`src/rtl/mips_pkg.sv`:
```
// Shared encodings, FSM state codes and ALU operation set for the multi-cycle MIPS core.
package mips_pkg;

    localparam logic [5:0] OP_RTYPE = 6'h00;
    localparam logic [5:0] OP_J     = 6'h02;
    localparam logic [5:0] OP_JAL   = 6'h03;
    localparam logic [5:0] OP_BEQ   = 6'h04;
    localparam logic [5:0] OP_LW    = 6'h23;
    localparam logic [5:0] OP_SW    = 6'h2b;

    localparam logic [5:0] FN_JR  = 6'h08;
    localparam logic [5:0] FN_ADD = 6'h20;
    localparam logic [5:0] FN_SUB = 6'h22;
    localparam logic [5:0] FN_AND = 6'h24;
    localparam logic [5:0] FN_OR  = 6'h25;
    localparam logic [5:0] FN_SLT = 6'h2a;

    typedef logic [2:0] state_t;
    localparam state_t FETCH  = 3'd0;
    localparam state_t DECODE = 3'd1;
    localparam state_t EXEC   = 3'd2;
    localparam state_t MEM    = 3'd3;
    localparam state_t WB     = 3'd4;
    localparam state_t TRAP   = 3'd5;

    typedef enum logic [2:0] {
        ALU_ADD = 3'd0,
        ALU_SUB = 3'd1,
        ALU_AND = 3'd2,
        ALU_OR  = 3'd3,
        ALU_SLT = 3'd4
    } alu_op_t;

    function automatic alu_op_t funct_to_alu(input logic [5:0] funct);
        case (funct)
            FN_SUB:  return ALU_SUB;
            FN_AND:  return ALU_AND;
            FN_OR:   return ALU_OR;
            FN_SLT:  return ALU_SLT;
            default: return ALU_ADD;
        endcase
    endfunction

    function automatic logic [31:0] sign_ext(input logic [15:0] imm);
        return {{16{imm[15]}}, imm};
    endfunction

endpackage

```
`src/rtl/mips_alu.sv`:
```
// Combinational 32-bit ALU; zero flag drives the beq decision.
module mips_alu
    import mips_pkg::*;
(
    input  alu_op_t     op,
    input  logic [31:0] a,
    input  logic [31:0] b,
    output logic [31:0] result,
    output logic        zero
);

    always_comb begin
        result = a + b;
        case (op)
            ALU_SUB: result = a - b;
            ALU_AND: result = a & b;
            ALU_OR:  result = a | b;
            ALU_SLT: result = {31'd0, $signed(a) < $signed(b)};
            default: result = a + b;
        endcase
    end

    assign zero = (result == 32'd0);

endmodule

```
`src/rtl/multicycle_mips_core.sv`:
```
// Multi-cycle MIPS subset core sharing one req/ready memory port for fetch and data.
module multicycle_mips_core
    import mips_pkg::*;
#(
    parameter int          ADDR_W   = 7,
    parameter logic [31:0] RESET_PC = 32'h0000_0000,
    parameter int          NREGS    = 32
) (
    input  logic              clk,
    input  logic              rst,
    output logic              mem_req,
    output logic              mem_we,
    output logic [ADDR_W-1:0] mem_addr,
    output logic [31:0]       mem_wdata,
    input  logic [31:0]       mem_rdata,
    input  logic              mem_ready,
    output logic              rf_wen,
    output logic [4:0]        rf_waddr,
    output logic [31:0]       rf_wdata,
    output logic [31:0]       pc,
    output logic              trap
);

    localparam int IW = (NREGS == 16) ? 4 : 5;

    state_t            state;
    logic              running;
    logic [31:0]       ir, a_reg, b_reg, alu_out, mdr;
    logic [ADDR_W-1:0] addr_reg;
    logic [31:0]       regs [NREGS];

    logic [5:0]  opcode, funct;
    logic [4:0]  rs, rt, rd;
    logic [31:0] simm, rs_val, rt_val, pc_plus4, jump_pc;
    logic [31:0] alu_b, alu_result;
    logic        alu_zero, legal, regs_bad, wr_en;
    logic [4:0]  wr_addr;
    logic [31:0] wr_data;
    alu_op_t     alu_op;

    assign opcode   = ir[31:26];
    assign rs       = ir[25:21];
    assign rt       = ir[20:16];
    assign rd       = ir[15:11];
    assign funct    = ir[5:0];
    assign simm     = sign_ext(ir[15:0]);
    assign pc_plus4 = pc + 32'd4;
    assign jump_pc  = {pc_plus4[31:28], ir[25:0], 2'b00};
    assign rs_val   = (rs == 5'd0) ? 32'd0 : regs[rs[IW-1:0]];
    assign rt_val   = (rt == 5'd0) ? 32'd0 : regs[rt[IW-1:0]];

    // running holds the port idle until the first edge after reset releases
    assign mem_req   = running && (state == FETCH || state == MEM);
    assign mem_we    = running && (state == MEM) && (opcode == OP_SW);
    assign mem_addr  = (state == MEM) ? addr_reg : pc[ADDR_W+1:2];
    assign mem_wdata = b_reg;
    assign trap      = (state == TRAP);

    assign alu_op = (opcode == OP_RTYPE) ? funct_to_alu(funct) :
                    (opcode == OP_BEQ)   ? ALU_SUB : ALU_ADD;
    assign alu_b  = (opcode == OP_RTYPE || opcode == OP_BEQ) ? b_reg : simm;

    mips_alu u_alu (
        .op     (alu_op),
        .a      (a_reg),
        .b      (alu_b),
        .result (alu_result),
        .zero   (alu_zero)
    );

    always_comb begin
        legal    = 1'b0;
        regs_bad = 1'b0;
        case (opcode)
            OP_RTYPE: begin
                legal    = funct inside {FN_ADD, FN_SUB, FN_AND, FN_OR, FN_SLT, FN_JR};
                regs_bad = rs[4] | rt[4] | rd[4];
            end
            OP_LW, OP_SW, OP_BEQ: begin
                legal    = 1'b1;
                regs_bad = rs[4] | rt[4];
            end
            OP_J:    legal = 1'b1;
            OP_JAL: begin
                legal    = 1'b1;
                regs_bad = 1'b1;
            end
            default: legal = 1'b0;
        endcase
        regs_bad = regs_bad && (NREGS == 16);
    end

    always_comb begin
        wr_en   = 1'b0;
        wr_addr = (opcode == OP_LW) ? rt : rd;
        wr_data = (opcode == OP_LW) ? mdr : alu_out;
        if (state == DECODE && opcode == OP_JAL && !regs_bad) begin
            wr_en   = 1'b1;
            wr_addr = 5'd31;
            wr_data = pc_plus4;
        end else if (state == WB) begin
            wr_en = (wr_addr != 5'd0);
        end
    end

    always_ff @(posedge clk or posedge rst) begin
        if (rst) begin
            for (int i = 0; i < NREGS; i++) regs[i] <= '0;
            rf_wen   <= 1'b0;
            rf_waddr <= '0;
            rf_wdata <= '0;
        end else begin
            rf_wen <= wr_en;
            if (wr_en) begin
                regs[wr_addr[IW-1:0]] <= wr_data;
                rf_waddr              <= wr_addr;
                rf_wdata              <= wr_data;
            end
        end
    end

    always_ff @(posedge clk or posedge rst) begin
        if (rst) begin
            state    <= FETCH;
            running  <= 1'b0;
            pc       <= RESET_PC;
            ir       <= '0;
            a_reg    <= '0;
            b_reg    <= '0;
            alu_out  <= '0;
            mdr      <= '0;
            addr_reg <= '0;
        end else begin
            running <= 1'b1;
            case (state)
                FETCH: if (mem_req && mem_ready) begin
                    ir    <= mem_rdata;
                    state <= DECODE;
                end
                DECODE: begin
                    a_reg <= rs_val;
                    b_reg <= rt_val;
                    if (!legal || regs_bad) begin
                        state <= TRAP;
                    end else if (opcode == OP_J || opcode == OP_JAL) begin
                        pc    <= jump_pc;
                        state <= FETCH;
                    end else if (opcode == OP_RTYPE && funct == FN_JR) begin
                        pc    <= rs_val;
                        state <= FETCH;
                    end else begin
                        state <= EXEC;
                    end
                end
                EXEC: begin
                    if (opcode == OP_LW || opcode == OP_SW) begin
                        addr_reg <= alu_result[ADDR_W+1:2];
                        state    <= (alu_result[1:0] != 2'b00) ? TRAP : MEM;
                    end else if (opcode == OP_BEQ) begin
                        pc    <= alu_zero ? pc_plus4 + (simm << 2) : pc_plus4;
                        state <= FETCH;
                    end else begin
                        alu_out <= alu_result;
                        state   <= WB;
                    end
                end
                MEM: if (mem_ready) begin
                    if (opcode == OP_SW) begin
                        pc    <= pc_plus4;
                        state <= FETCH;
                    end else begin
                        mdr   <= mem_rdata;
                        state <= WB;
                    end
                end
                WB: begin
                    pc    <= pc_plus4;
                    state <= FETCH;
                end
                default: state <= TRAP;
            endcase
        end
    end

endmodule

```
`config.mk`:
```
export PLATFORM = sky130hd
export DESIGN_NAME = multicycle_mips_core
export DESIGN_NICKNAME = d
export VERILOG_FILES = /design/src/rtl/mips_pkg.sv /design/src/rtl/mips_alu.sv /design/src/rtl/multicycle_mips_core.sv
export SDC_FILE = /design/constraint.sdc
export NUM_CORES = 2
export LEC_CHECK = 0
export ABC_CLOCK_PERIOD_IN_PS = 104100
export CORE_MARGIN = 3
export CORE_UTILIZATION = 30
export CTS_CLUSTER_SIZE = 12
export DETAILED_ROUTE_END_ITERATION = 6
export DONT_BUFFER_PORTS = 1
export PLACE_DENSITY = 0.47
export SYNTH_ARGS = -nofsm -noshare
export SYNTH_HDL_FRONTEND = slang
export SYNTH_HIERARCHICAL = 1
export SYNTH_SLANG_ARGS = --single-unit
```
`constraint.sdc`:
```
create_clock -name clk -period 104.1 [get_ports clk]
set_clock_uncertainty 0.05 [all_clocks]
set_input_delay 20.82 -clock clk [delete_from_list [all_inputs] [get_ports clk]]
set_output_delay 20.82 -clock clk [all_outputs]
set_load 0.01 [all_outputs]
```
==> metrics.md <==
| Metric | Value |
|---|---|
| Synth Register Bits | `1,265` |
| Final Setup Violations | `0` |
| Detail Placement HPWL | `about 190 mm` |
| Worst min-delay path class | `register to register` |
| Num Clock Sinks | `about 1,300` |
| Most flop-heavy register | `regs` |
| Cts hold-fix bufs | `0` |
| Crit end category | `async pin` |
| Internal power | `1.43 mW` |
| Status | `completed` |
| Synth warn | `6` |
| Setup TNS | `0 ns` |
| Hold slack | `around 0.35 ns` |
| Cts bufs inserted | `142` |
| EDFF count, synth | `0` |
| Critical path arrival | `roughly 25 ns` |
| Nets@finish | `6,460` |
| Part of the cycle the worst path needs | `0.231` |
| Drt wl/cell | `30.6 um` |
| Worst path top cell family by delay | `buffers and inverters` |
| Final Hold Viols | `0` |
| Worst slew pin tran | `1.43 ns` |
| Synthesized area per cell | `~11 um2` |
| Relative slew margins | `0.0395` |
| Min cycle time layout | `24.00 ns` |
| Die W | `about 500 um` |
| Final WS setup | `about 80 ns` |
| Fill cell count | `about 24,000` |
| CTS tree | `yes` |
| Layout area overhead | `10.7%` |
| Predominant post-synthesis flop cell | `dfrtp_1` |
| Max-Cap Viols | `0` |
| Pre-CTS setup slack | `79.06 ns` |
| Sw Pwr | `1.23 mW` |
| RSZ-0062 raised after global routing | `no` |
| Seq pwr share | `0.315` |
| Nature of the critical path startpoint | `primary input` |
| Routed wire length | `a little under 300 mm` |
| Setup repair bufs after CTS | `0` |
| Switching share of power | `0.462` |
| Die area | `245,000 um2` |
| Final max-slew violation count | `0` |
| Synthesized cell area | `71,900 um2` |
| DRC | `0` |
| Final core utilization | `0.334` |
| H-tree levels | `4` |
| Initial Util | `0.302` |
| Clock share of power | `0.195` |
| Largest net degree at the start of global routing | `roughly 180` |
| Sequential share of the synthesized area | `0.441` |
| Distinct cells, synth | `104` |
| Rows | `~180` |
| Routed Antenna Nets | `0` |
| Initial antenna violation count | `25` |
| Root buf cell | `clkbuf_16` |
| Layout cell share with drive strength beyond 1 | `0.205` |
| First-pass GRT wire length | `418 mm` |
| Worst-Skew Late Latency | `~0.83 ns` |
| GRT Util Overall | `0.235` |
| Worst path max stage delay | `around 0.95 ns` |
| Chip height | `between 400 and 500 um` |
| # IOs | `approximately 150` |
| CP max-delay cell | `buf_4` |
| Share of Yosys cell area claimed by the top area cell type | `0.441` |
| Logic pwr share | `0.490` |
| Port bufs | `0` |
| Worst vdd rail ir drop | `roughly 21 uV` |
| Worst Path Buf+Inv | `5` |
| Cell Chain, Critical Path | `inv_8, buf_12, buf_4, buf_12, buf_4` |
| Critical path class | `primary input to async pin` |
| Synth Net Count | `approximately 6,800` |
| Routability cong. | `about 0.96` |
| Most frequent cells after synthesis | `dfrtp_1, nand2_1, o21ai_0, mux4_2, clkbuf_1` |
| Fmax | `0.0417 GHz` |
| Core footprint | `238,000 um2` |
| Initial DRC count | `5,796` |
| Critical Path Fanout Max | `between 150 and 200` |
| PD cells | `around 33 nW/um2` |
| Vias in the first global route | `around 55,000` |
| Grt ovf | `0` |
| CTS max path bufs | `3` |
| Top-count cell post-synth | `dfrtp_1` |
| Vias per cell | `5.77` |
| Leakage | `~33 nW` |
| Largest cells by area after synthesis | `dfrtp_1, mux4_2, o21ai_0` |
| Clock transition at path regs | `~0.060 ns` |
| Post-CTS Resized | `0` |
| Gate Count Post-Synth | `approximately 6,600` |
| Routed vias | `around 55,000` |
| Overall power | `~2.7 mW` |
| Area leader, netlist | `dfrtp_1` |
| Async SR Flop Fraction | `1.00` |
| 1st-pass router iterations | `6` |
| Max FFs per register | `approximately 1,000` |
| Worst path required time | `104.80 ns` |
-- worst paths after layout --
kind                            slack [ns]  startpoint  cells after the start     endpoint
worst max-delay path                 80.10         rst                      5     regs[90]
worst min-delay path                  0.35  regs[1014]                      0   regs[1014]
worst max register to register       95.96      ir[29]                     23       pc[12]
worst min register to register        0.35  regs[1014]                      0   regs[1014]
max in group clk                     80.39    state[1]                      3  mem_addr[3]
min in group asynchronous            19.92         rst                      1    regs[807]
-- power by group through the flow --
stage                     Clock, mW  Sequential (mW)  Combinational, mW
final                         0.518            0.837               1.30
after global placement            0            0.830               1.28
after floorplan                   0            0.762              0.866
after detailed placement          0            0.840               1.28
after global routing          0.545            0.858               1.38
after CTS                     0.528            0.832               1.28
-- cells by family after synthesis --
| family | Yosys count | synth area share |
|---|---|---|
| compound gates | 1716 | 0.144 |
| fa+ha+maj | 133 | 0.0235 |
| flops | 1265 | 0.441 |
| simple gates | 1582 | 0.0952 |
| other cells | 1 | 0.0000522 |
| xor+xnor | 59 | 0.00719 |
| buf+inv | 726 | 0.0429 |
| mux | 1116 | 0.246 |
-- per-stage QoR --
step | instances | area [um2]
6_report | 9570 | 79600
5_1_grt | 9566 | 79500
4_1_cts | 9563 | 79500
3_5_place_dp | 9315 | 74900
3_3_place_gp | 9315 | 74900
2_1_floorplan | 6598 | 71900
-- final cells by class --
class,instances,area [um2],area share
Sequential cell,1265,31700,0.398
Clock inverter,40,513,0.00645
Inverter,130,495,0.00623
Tap cell,3167,3960,0.0498
Timing Repair Buffer,146,1210,0.0152
Multi-Input combinational cell,4607,37500,0.471
Antenna cell,7,17.5,0.000220
Clock buffer,208,4160,0.0523
-- routing by layer --
metal,vias to the layer above,part of all wire,track usage
li1,23600,-,-
met1,28800,0.45,0.334
met2,2251,0.44,0.359
met3,477,0.073,0.0429
met4,4,0.037,0.0838
met5,-,0.00013,0.000978
-- worst reg2reg max path, stage by stage, from the launching register on --
cell	delay (ns)
dfrtp_1	0.46
or3_1	0.46
nor3_2	0.18
buf_4	0.27
nand3b_1	0.23
o41ai_2	0.39
buf_4	0.68
nor2_1	0.34
xnor2_2	0.20
buf_4	0.51
nor2_1	0.10
o21ai_0	0.18
o221ai_1	0.44
nor4_1	0.81
nand4_1	0.18
nor4_1	0.55
nand4_1	0.22
nor2_1	0.16
buf_4	0.20
and2_1	0.82
nand2_1	0.12
a211oi_1	0.26
a211oi_1	0.08
a21oi_1	0.17
-- cell usage in the layout (no fill, tap or decap), types with 19 or more instances in the layout --
cell type     n
a211oi_1     39
a21o_1       61
a21oi_1     182
a221oi_1     56
a22o_1       41
a22oi_1      22
a31oi_1      27
and3_1       21
buf_4       137
clkbuf_1     36
clkbuf_16   147
clkbuf_8     25
clkinv_2     20
dfrtp_1    1255
ha_1        130
inv_1       123
mux2_1       88
mux2_2      338
mux2i_1     210
mux4_2      478
nand2_1    1028
nand2b_1     40
nand3_1      46
nand4_1      20
nor2_1      193
nor2b_1      19
nor3_1       59
nor4_1       19
o211ai_1     46
o21a_1       22
o21ai_0     934
o21ai_1      26
o221ai_1     52
o22ai_1      51
xnor2_1      36
xor2_1       21
No activity file was read; power rests on OpenSTA's default activity.
